File: config.mk
export PLATFORM = sky130hd
export DESIGN_NAME = stream_demux
export DESIGN_NICKNAME = d
export VERILOG_FILES = /design/src/rtl/stream_demux_pkg.sv /design/src/rtl/demux_slot.sv /design/src/rtl/stream_demux.sv
export SDC_FILE = /design/constraint.sdc
export NUM_CORES = 1
export LEC_CHECK = 0
export CORE_ASPECT_RATIO = 1.2
export CORE_MARGIN = 5
export CORE_UTILIZATION = 44
export DETAILED_ROUTE_END_ITERATION = 6
export GPL_TIMING_DRIVEN = 1
export MAX_ROUTING_LAYER = met4
export PLACE_DENSITY = 0.83
export SETUP_SLACK_MARGIN = 0.15
export SLEW_MARGIN = 40
export SYNTH_ARGS = -nofsm -noshare
export SYNTH_HDL_FRONTEND = slang
export SYNTH_HIERARCHICAL = 1
export SYNTH_SLANG_ARGS = --single-unit
File: constraint.sdc
create_clock -name clk -period 6.1 [get_ports clk]
set_clock_uncertainty 0.05 [all_clocks]
set_input_delay 0.61 -clock clk [delete_from_list [all_inputs] [get_ports clk]]
set_output_delay 0.61 -clock clk [all_outputs]
set_load 0.02 [all_outputs]
File: src/rtl/stream_demux_pkg.sv
// Shared constants for the registered 1:N stream demultiplexer.
// Holds the mode encodings, the slot state type and the select-width helper.
package stream_demux_pkg;

  localparam logic MODE_SEL = 1'b0;
  localparam logic MODE_RR  = 1'b1;

  typedef enum logic {
    SLOT_EMPTY = 1'b0,
    SLOT_FULL  = 1'b1
  } slot_state_e;

  // A single-bit select is still needed for two channels.
  function automatic int calc_sel_w(input int n);
    return (n <= 2) ? 1 : $clog2(n);
  endfunction

endpackage

File: src/rtl/demux_slot.sv
// One-entry output register slice for a single demux channel.
// The lane reads zero whenever it holds no word.
module demux_slot
  import stream_demux_pkg::*;
#(
  parameter int WIDTH = 1
) (
  input  logic             clk,
  input  logic             rst,
  input  logic             load,
  input  logic [WIDTH-1:0] load_data,
  input  logic             ready,
  output logic             valid,
  output logic [WIDTH-1:0] data
);

  // state      | meaning
  // SLOT_EMPTY | no word held, lane data is zero
  // SLOT_FULL  | word held and presented on the lane
  slot_state_e state;
  slot_state_e state_nxt;
  logic        pop;

  assign pop = valid && ready;

  always_ff @(posedge clk) begin
    if (rst) begin
      state <= SLOT_EMPTY;
    end else begin
      state <= state_nxt;
    end
  end

  always_comb begin
    state_nxt = state;
    case (state)
      SLOT_EMPTY: if (load) state_nxt = SLOT_FULL;
      SLOT_FULL:  if (pop && !load) state_nxt = SLOT_EMPTY;
      default:    state_nxt = SLOT_EMPTY;
    endcase
  end

  always_comb begin
    valid = (state == SLOT_FULL);
  end

  always_ff @(posedge clk) begin
    if (rst) begin
      data <= '0;
    end else if (load) begin
      data <= load_data;
    end else if (pop) begin
      data <= '0;
    end
  end

endmodule

File: src/rtl/stream_demux.sv
// Registered 1:N valid/ready demultiplexer with select and round-robin routing.
// Words routed to a channel index beyond N_OUT are dropped and counted.
module stream_demux
  import stream_demux_pkg::*;
#(
  parameter int WIDTH = 1,
  parameter int N_OUT = 4,
  parameter int SEL_W = calc_sel_w(N_OUT),
  parameter int ERR_W = 8
) (
  input  logic                   clk,
  input  logic                   rst,
  input  logic                   in_valid,
  output logic                   in_ready,
  input  logic [WIDTH-1:0]       in,
  input  logic [SEL_W-1:0]       sel,
  input  logic                   mode,
  output logic [N_OUT*WIDTH-1:0] out,
  output logic [N_OUT-1:0]       out_valid,
  input  logic [N_OUT-1:0]       out_ready,
  output logic [SEL_W-1:0]       rr_ptr,
  output logic [ERR_W-1:0]       err_cnt
);

  logic [SEL_W-1:0] dst;
  logic             in_range;
  logic             dst_valid;
  logic             dst_ready;
  logic             accept;
  logic [N_OUT-1:0] load;

  always_comb begin
    dst       = (mode == MODE_RR) ? rr_ptr : sel;
    in_range  = (int'(dst) < N_OUT);
    dst_valid = 1'b0;
    dst_ready = 1'b0;
    for (int k = 0; k < N_OUT; k++) begin
      if (dst == SEL_W'(k)) begin
        dst_valid = out_valid[k];
        dst_ready = out_ready[k];
      end
    end
    // A draining slot accepts in the same cycle, giving full throughput.
    in_ready = in_range ? (!dst_valid || dst_ready) : 1'b1;
    accept   = in_valid && in_ready;
  end

  for (genvar k = 0; k < N_OUT; k++) begin : g_slot
    assign load[k] = accept && in_range && (dst == SEL_W'(k));

    demux_slot #(.WIDTH(WIDTH)) u_slot (
      .clk       (clk),
      .rst       (rst),
      .load      (load[k]),
      .load_data (in),
      .ready     (out_ready[k]),
      .valid     (out_valid[k]),
      .data      (out[k*WIDTH +: WIDTH])
    );
  end

  always_ff @(posedge clk) begin
    if (rst) begin
      rr_ptr <= '0;
    end else if (accept && (mode == MODE_RR)) begin
      rr_ptr <= (rr_ptr == SEL_W'(N_OUT - 1)) ? '0 : rr_ptr + 1'b1;
    end
  end

  always_ff @(posedge clk) begin
    if (rst) begin
      err_cnt <= '0;
    end else if (accept && !in_range && (err_cnt != '1)) begin
      err_cnt <= err_cnt + 1'b1;
    end
  end

endmodule

# Yosys cells after proc, flatten, opt, wreduce, memory -nomap -nowiden
# Index checks and enable logic that the tools add are counted.
[totals]
regBits = 10
in_bits = 11
out_inout_bits = 19
wordCells = 73
[op_classes]
addsub = 1
n_eq_ne = 4
n_mux = 30
bitwise = 4
reduce_logical = 25
[op_table]
columns = ["cell", "count"]
rows = [
  ["$mux 1", 24],
  ["$logic_and 1x1->1", 14],
  ["$pmux 1 s2", 4],
  ["$reduce_bool 2->1", 4],
  ["$eq 2x2->1 const B", 3],
  ["$logic_not 1->1", 5],
  ["$mux 2", 2],
  ["$not 1->1", 4],
  ["$add 2x1->2 const B", 1],
  ["$eq 2x1->1 const B", 1],
  ["$logic_not 2->1", 1],
  ["$logic_or 1x1->1", 1],
]

# Depth between registers and ports, before layout
# Gate-level depths: netlist of the first run.
[logic_depth]
word_depth = 14
ltp_mapped = 8
depth_no_buf = 7

# By module
# The synthesis of the first run kept the hierarchy.
[modules_own_cells]
columns = ["mod", "n_inst", "cells_each", "area_per_inst_um2", "seq_area_each_um2"]
rows = [
  ["stream_demux", 1, 54, 391.6, 40.0],
  ["demux_slot", 4, 9, 76.3, 40.0],
]

# Worst setup path before layout of the first run
# OpenSTA, ideal clock, no wires.
[synth_timing]
kind = "in2out"
startpoint = "in mode"
endpoint = "out in_ready"
t_arrival_ns = 1.745
required_time_ns = 5.440
setup_slack_ns = 3.695
stages = 4
path_buffers = 1
path_cell_list = "buf_4 a32o_1 a221o_1 a31oi_1"
[synth_via]
elab_chain_cells = 8
word_cells_on_any_way = 15
classes_between = "3 x eq/ne; 9 x mux; 3 x reduce/logical"
[synth_rtl]
columns = ["element", "line", "source"]
rows = [
  ["start, declared", "stream_demux.sv:17", "input logic mode,"],
  ["$mux 2 *", "stream_demux.sv:33", "dst = (mode == MODE_RR) ? rr_ptr : sel;"],
  ["$logic_not 2->1", "stream_demux.sv:38", "if (dst == SEL_W'(k)) begin"],
  ["$mux 1 (4 in a row)", "stream_demux.sv:38", ""],
  ["$logic_not 1->1", "stream_demux.sv:44", "in_ready = in_range ? (!dst_valid || dst_ready) : 1'b1;"],
  ["$logic_or 1x1->1 *", "stream_demux.sv:44", ""],
  ["end, declared", "stream_demux.sv:14", "output logic in_ready,"],
]
# Mark *: on every way between the ends. The rest lies on a longest branch, timed or not.

# Worst setup path in the final report of the first run
# Same ends and word-level chain as after synthesis.

==> flow_summary.json, run 1 <==
{
  "outcome": "finished, final reports clean",
  "num_vias": 665,
  "cts_sinks": 10,
  "ys_ff_latch": 10,
  "cts_resized": 0,
  "grt_pass1_vias": 655,
  "reg2reg_slack_ns": 3.96,
  "synth.cell_area_um2": 697,
  "slowest_stage": "clkdlybuf4s50_1",
  "min_to": "g_slot[2].u_slot/data",
  "start_util_pct": 47.6,
  "drv_cap": 0,
  "grt_max_degree": 13,
  "reg2reg_depth": 6,
  "path_common_cell": "clkdlybuf4s50_1",
  "ir_worst_vdd_uv": 151,
  "ioPinCount": 30,
  "slew_violations": 0,
  "gr-total-overflow": 0,
  "cts_hold_buf": 0,
  "ys_warn_count": 6,
  "syn_to_final_growth_pct": 29.8,
  "dp_hpwl_mm": 1.20,
  "drtIter0Drc": 8,
  "htreeDepth": 1,
  "synth_edf_count": 0,
  "tns_ns": 0,
  "holdWs_ns": 0.441,
  "cts.root.buffer_cell": "clkbuf_4",
  "die_area_um2": 2480,
  "ant_nets": 0,
  "crit_start": "mode",
  "rsz0062_at_grt": "false",
  "cts_tree": "yes",
  "std_cell_rows": 15,
  "clkTransAtPathRegs_ns": 0.06,
  "cts_buffer_depth": 2,
  "total_power_mw": 0.164,
  "ys_seq_area_share_pct": 28.7,
  "clk_latency_ns": 0.26,
  "synth_ff_type": "dfxtp_1",
  "place.gp.congestion": 0.848,
  "fin_cells": 128,
  "postCtsSetupBuffers": 0,
  "yosys.area.top_type_share_pct": 28.7,
  "power.density_nw_per_um2": 181,
  "r2r_end": "rr_ptr[0]",
  "critical_path.max_fanout": 12,
  "dieHeight_um": 53.6,
  "fmax_mhz": 285,
  "min_from": "g_slot[2].u_slot/data",
  "endpoint_kind": "primary output",
  "synth_area_leader_cell": "dfxtp_1",
  "portBuffers": 21,
  "p_leak_nw": 0.349,
  "die_w_um": 46.3,
  "antenna_found_initial": 0,
  "min_path_cells": 2,
  "wire_per_inst_um": 12.3,
  "synthTopCellsByArea": "dfxtp_1, buf_4, nand2_1, a21oi_2, nor2_1",
  "final_core_util_pct": 61.8,
  "drt_pass1_iterations": 4,
  "setup_viol": 0,
  "wl_mm": 1.57,
  "ys_types": 29,
  "avgViaCountPerCell": 5.20,
  "synthArstFlopShare_pct": 0,
  "crit_chain": "clkdlybuf4s50_1 > nand2b_1 > o22ai_1 > a221o_1 > a31oi_1 > clkdlybuf4s50_1",
  "reg2reg_from": "rr_ptr[0]",
  "numCtsBuffers": 3,
  "avgSynthCellArea_um2": 7.74,
  "fin_nets": 125,
  "placeableCoreArea_um2": 1460,
  "dp_cells": 125,
  "hp-class": "reg -> reg",
  "cp_slowest_stage_delay_ns": 0.70,
  "netlist_instances": 90,
  "grt_pass1_wl_mm": 2.67,
  "crit_arrival_ns": 2.85,
  "start_kind": "input port",
  "fillerInstances": 133,
  "final-hold-violation-count": 0,
  "period_needed_ns": 3.51,
  "required_ns": 5.44,
  "drive_above_1_share_pct": 9.01,
  "path_class": "in -> out",
  "period_share_pct": 57.6,
  "grt_use_total_pct": 15.8,
  "antenna-diode-count": 0,
  "drc": 0
}
## critical path: cells and delay by family
| kind | cells | cell delay [ns] |
|---|---|---|
| compound gates | 3 | 0.71 |
| simple gates | 1 | 0.20 |
| buf+inv | 2 | 1.33 |
## routing by layer
| metal | share of wire (%) | track usage, % | wire length (µm) | up-vias |
|---|---|---|---|---|
| met5 | 0 | - | 0 | - |
| met4 | 2.9 | 11.4 | 46 | 0 |
| met3 | 8.7 | 3.01 | 137 | 6 |
| met2 | 46 | 25.5 | 715 | 26 |
| met1 | 43 | 16.8 | 669 | 294 |
| li1 | - | - | - | 339 |
## logic make-up after synthesis
group	after synthesis	share of synthesized area (%)
flops	10	28.7
buf+inv	17	14.2
simple gates	39	29.4
mux	3	4.49
compound gates	19	20.8
fa+ha+maj	1	1.80
other cells	1	0.538
## sequential cells by signal, summed over array words and instances, names as in the netlist
signal               count
rr_ptr                   2
g_slot.u_slot/data       4
g_slot.u_slot/valid      4
## layout make-up
type	instances	area, µm²	area share, %
timing repair buffer	21	210	23.2
multi-input combinational	70	424	46.9
sequential	10	200	22.1
clock buffer	3	22.5	2.49
inverter	7	26.3	2.90
tap	17	21.3	2.35
## per-stage QoR
stage	area [µm²]	setup WS, ns
after global placement	882	2.63
after CTS	905	2.59
final	905	2.59
after detailed placement	882	2.61
after floorplan	723	3.69
after global routing	905	2.42
## worst max-delay path by stage
stage	endpoint
5_1_grt	in_ready
3_5_place_dp	in_ready
4_1_cts	in_ready
2_1_floorplan	in_ready
3_3_place_gp	in_ready
6_report	in_ready
## Yosys cell counts, types with 2 or more instances
master / number
nand2b_1: 3
a21oi_2: 4
mux2i_1: 2
o21ai_0: 2
dfxtp_1: 10
nand3b_1: 4
nor3b_1: 2
buf_4: 9
nor2_1: 9
nand2_1: 14
a21oi_1: 5
nor3_1: 3
inv_1: 6
a32o_1: 2
## report_power, final
| group | switching, mW | internal (mW) | total, mW |
|---|---|---|---|
| sequential | 0.00404 | 0.0685 | 0.0726 |
| clock | 0.0215 | 0.0228 | 0.0443 |
| combinational | 0.0251 | 0.0217 | 0.0468 |
## placed cells by master, fill, tap and decap left out, types with 3 or more instances in the layout
master / instances
nand3b_1: 4
clkdlybuf4s50_1: 21
nand2b_1: 3
a21oi_2: 4
clkbuf_4: 3
a21oi_1: 5
dfxtp_1: 10
conb_1: 8
inv_1: 6
nand2_1: 14
nor2_1: 9
nor3_1: 3
Power figures use the tool's default switching activity.
==> run 2: changes to the inputs <==
--- a/config.mk
+++ b/config.mk
@@ -7,11 +7,11 @@
 export LEC_CHECK = 0
 export CORE_ASPECT_RATIO = 1.2
 export CORE_MARGIN = 5
-export CORE_UTILIZATION = 44
+export CORE_UTILIZATION = 41
 export DETAILED_ROUTE_END_ITERATION = 6
 export GPL_TIMING_DRIVEN = 1
 export MAX_ROUTING_LAYER = met4
-export PLACE_DENSITY = 0.83
+export PLACE_DENSITY = 0.78
 export SETUP_SLACK_MARGIN = 0.15
 export SLEW_MARGIN = 40
 export SYNTH_ARGS = -nofsm -noshare
==> constraint.sdc (replaced) <==
create_clock -name clk -period 3.4 [get_ports clk]
set_clock_uncertainty 0.05 [all_clocks]
set_input_delay 0.34 -clock clk [delete_from_list [all_inputs] [get_ports clk]]
set_output_delay 0.34 -clock clk [all_outputs]
set_load 0.02 [all_outputs]
==> run 2 against run 1 <==
Against the previous run: total power is 80% higher; cell count increased by 0.78%; highest routed layer unchanged; clock-buffer cell count unchanged; critical endpoint unchanged.
==> flow_summary.json, run 2 (synthesis gave the netlist of run 1 again) <==
{
  "outcome": "finished, final reports clean",
  "crit_arrival_ns": 2.55,
  "drc": 0,
  "portBuffers": 21,
  "wl_mm": 1.46,
  "start_kind": "input port",
  "period_share_pct": 86.5,
  "die_area_um2": 2630,
  "slew_violations": 0,
  "p_leak_nw": 0.349,
  "hp-class": "reg -> reg",
  "setup_viol": 0,
  "layout_setup_ws_ns": 0.459,
  "period_needed_ns": 2.94,
  "multiInputGateArea_um2": 424,
  "cts_sinks": 10,
  "grt_max_degree": 13,
  "grt_pass1_wl_mm": 2.51,
  "path_common_cell": "clkdlybuf4s50_1",
  "grt_use_total_pct": 14.0,
  "antenna_found_initial": 0,
  "reg2reg_from": "rr_ptr[0]",
  "num_vias": 653,
  "reg2reg_depth": 6,
  "holdWs_ns": 0.444,
  "final_core_util_pct": 55.9,
  "die_w_um": 47.6,
  "cts_hold_buf": 0,
  "postCtsSetupBuffers": 0,
  "ant_nets": 0,
  "crit_start": "mode",
  "fin_nets": 125,
  "placeableCoreArea_um2": 1620,
  "r2r_end": "rr_ptr[0]",
  "path_class": "in -> out",
  "slowest_stage": "clkdlybuf4s50_1",
  "reg2reg_slack_ns": 1.27,
  "gr-total-overflow": 0,
  "fin_cells": 129,
  "crit_chain": "clkdlybuf4s50_1 > nand2b_1 > o22ai_1 > a221o_1 > a31oi_1 > clkdlybuf4s50_1",
  "numCtsBuffers": 3,
  "tns_ns": 0,
  "rsz0062_at_grt": "false",
  "place.gp.congestion": 0.787,
  "pre_cts_slack_ns": 0.468,
  "antenna-diode-count": 0,
  "wire_per_inst_um": 11.3,
  "critical_path.max_fanout": 12,
  "drtIter0Drc": 6,
  "drive_above_1_share_pct": 9.01,
  "drt_pass1_iterations": 4,
  "cts_buffer_depth": 2,
  "cp_slowest_stage_delay_ns": 0.69,
  "dp_cells": 126,
  "htreeDepth": 1,
  "dieHeight_um": 55.2,
  "cts_tree": "yes",
  "grt_pass1_vias": 607,
  "dp_hpwl_mm": 1.16,
  "final_common_cell": "clkdlybuf4s50_1",
  "mostFrequentLayoutCells": "clkdlybuf4s50_1, nand2_1, dfxtp_1",
  "final-hold-violation-count": 0,
  "avgViaCountPerCell": 5.06,
  "ir_worst_vdd_uv": 217,
  "regArea_um2": 200,
  "drv_cap": 0,
  "fillerInstances": 161,
  "power.density_nw_per_um2": 326,
  "clk_latency_ns": 0.27,
  "std_cell_rows": 16,
  "fmax_mhz": 340,
  "endpoint_kind": "primary output",
  "cts_resized": 0,
  "clkTransAtPathRegs_ns": 0.06,
  "total_power_mw": 0.295,
  "post_dp_cell_area_um2": 883,
  "ioPinCount": 30,
  "syn_to_final_growth_pct": 30.0,
  "cts.root.buffer_cell": "clkbuf_4",
  "stdcell_area_um2": 906,
  "cp-endpoint": "in_ready",
  "required_ns": 3.01,
  "start_util_pct": 43.0
}
## run 2: cell counts in the layout (fill, tap and decap cells not counted)
Identical to the previous run, type by type.
## run 2: where the power goes
group          total (mW)  internal [mW]  switching (mW)
clock              0.0819         0.0410          0.0409
combinational      0.0835         0.0389          0.0446
sequential          0.130          0.123         0.00700
total               0.295          0.203          0.0925
## run 2: worst min-delay path by stage
stage | start | to | depth (start not counted)
after floorplan | rst | g_slot[0].u_slot/data | 1
after global placement | g_slot[2].u_slot/data | g_slot[2].u_slot/data | 2
after detailed placement | g_slot[2].u_slot/data | g_slot[2].u_slot/data | 2
after CTS | g_slot[1].u_slot/data | g_slot[1].u_slot/data | 2
after global routing | g_slot[1].u_slot/data | g_slot[1].u_slot/data | 2
final | g_slot[1].u_slot/data | g_slot[1].u_slot/data | 2
## run 2: area by class of cell
type	count	share of cell area [%]
Multi-Input combinational cell	70	46.8
Inverter	7	2.90
Sequential cell	10	22.1
Tap cell	18	2.49
Clock buffer	3	2.49
Timing Repair Buffer	21	23.2
## run 2: worst max-delay path, delay by kind of cell
family / cells / cell delay, ns
simple gates: 1 / 0.20
compound gates: 3 / 0.70
buf+inv: 2 / 1.32
## run 2: per-layer routing
layer | wire length (µm) | vias up | track usage [%]
met5 | 0 | - | -
met4 | 49 | 0 | 9.42
met3 | 119 | 5 | 2.59
met2 | 641 | 24 | 21.4
met1 | 652 | 289 | 16.3
li1 | - | 335 | -
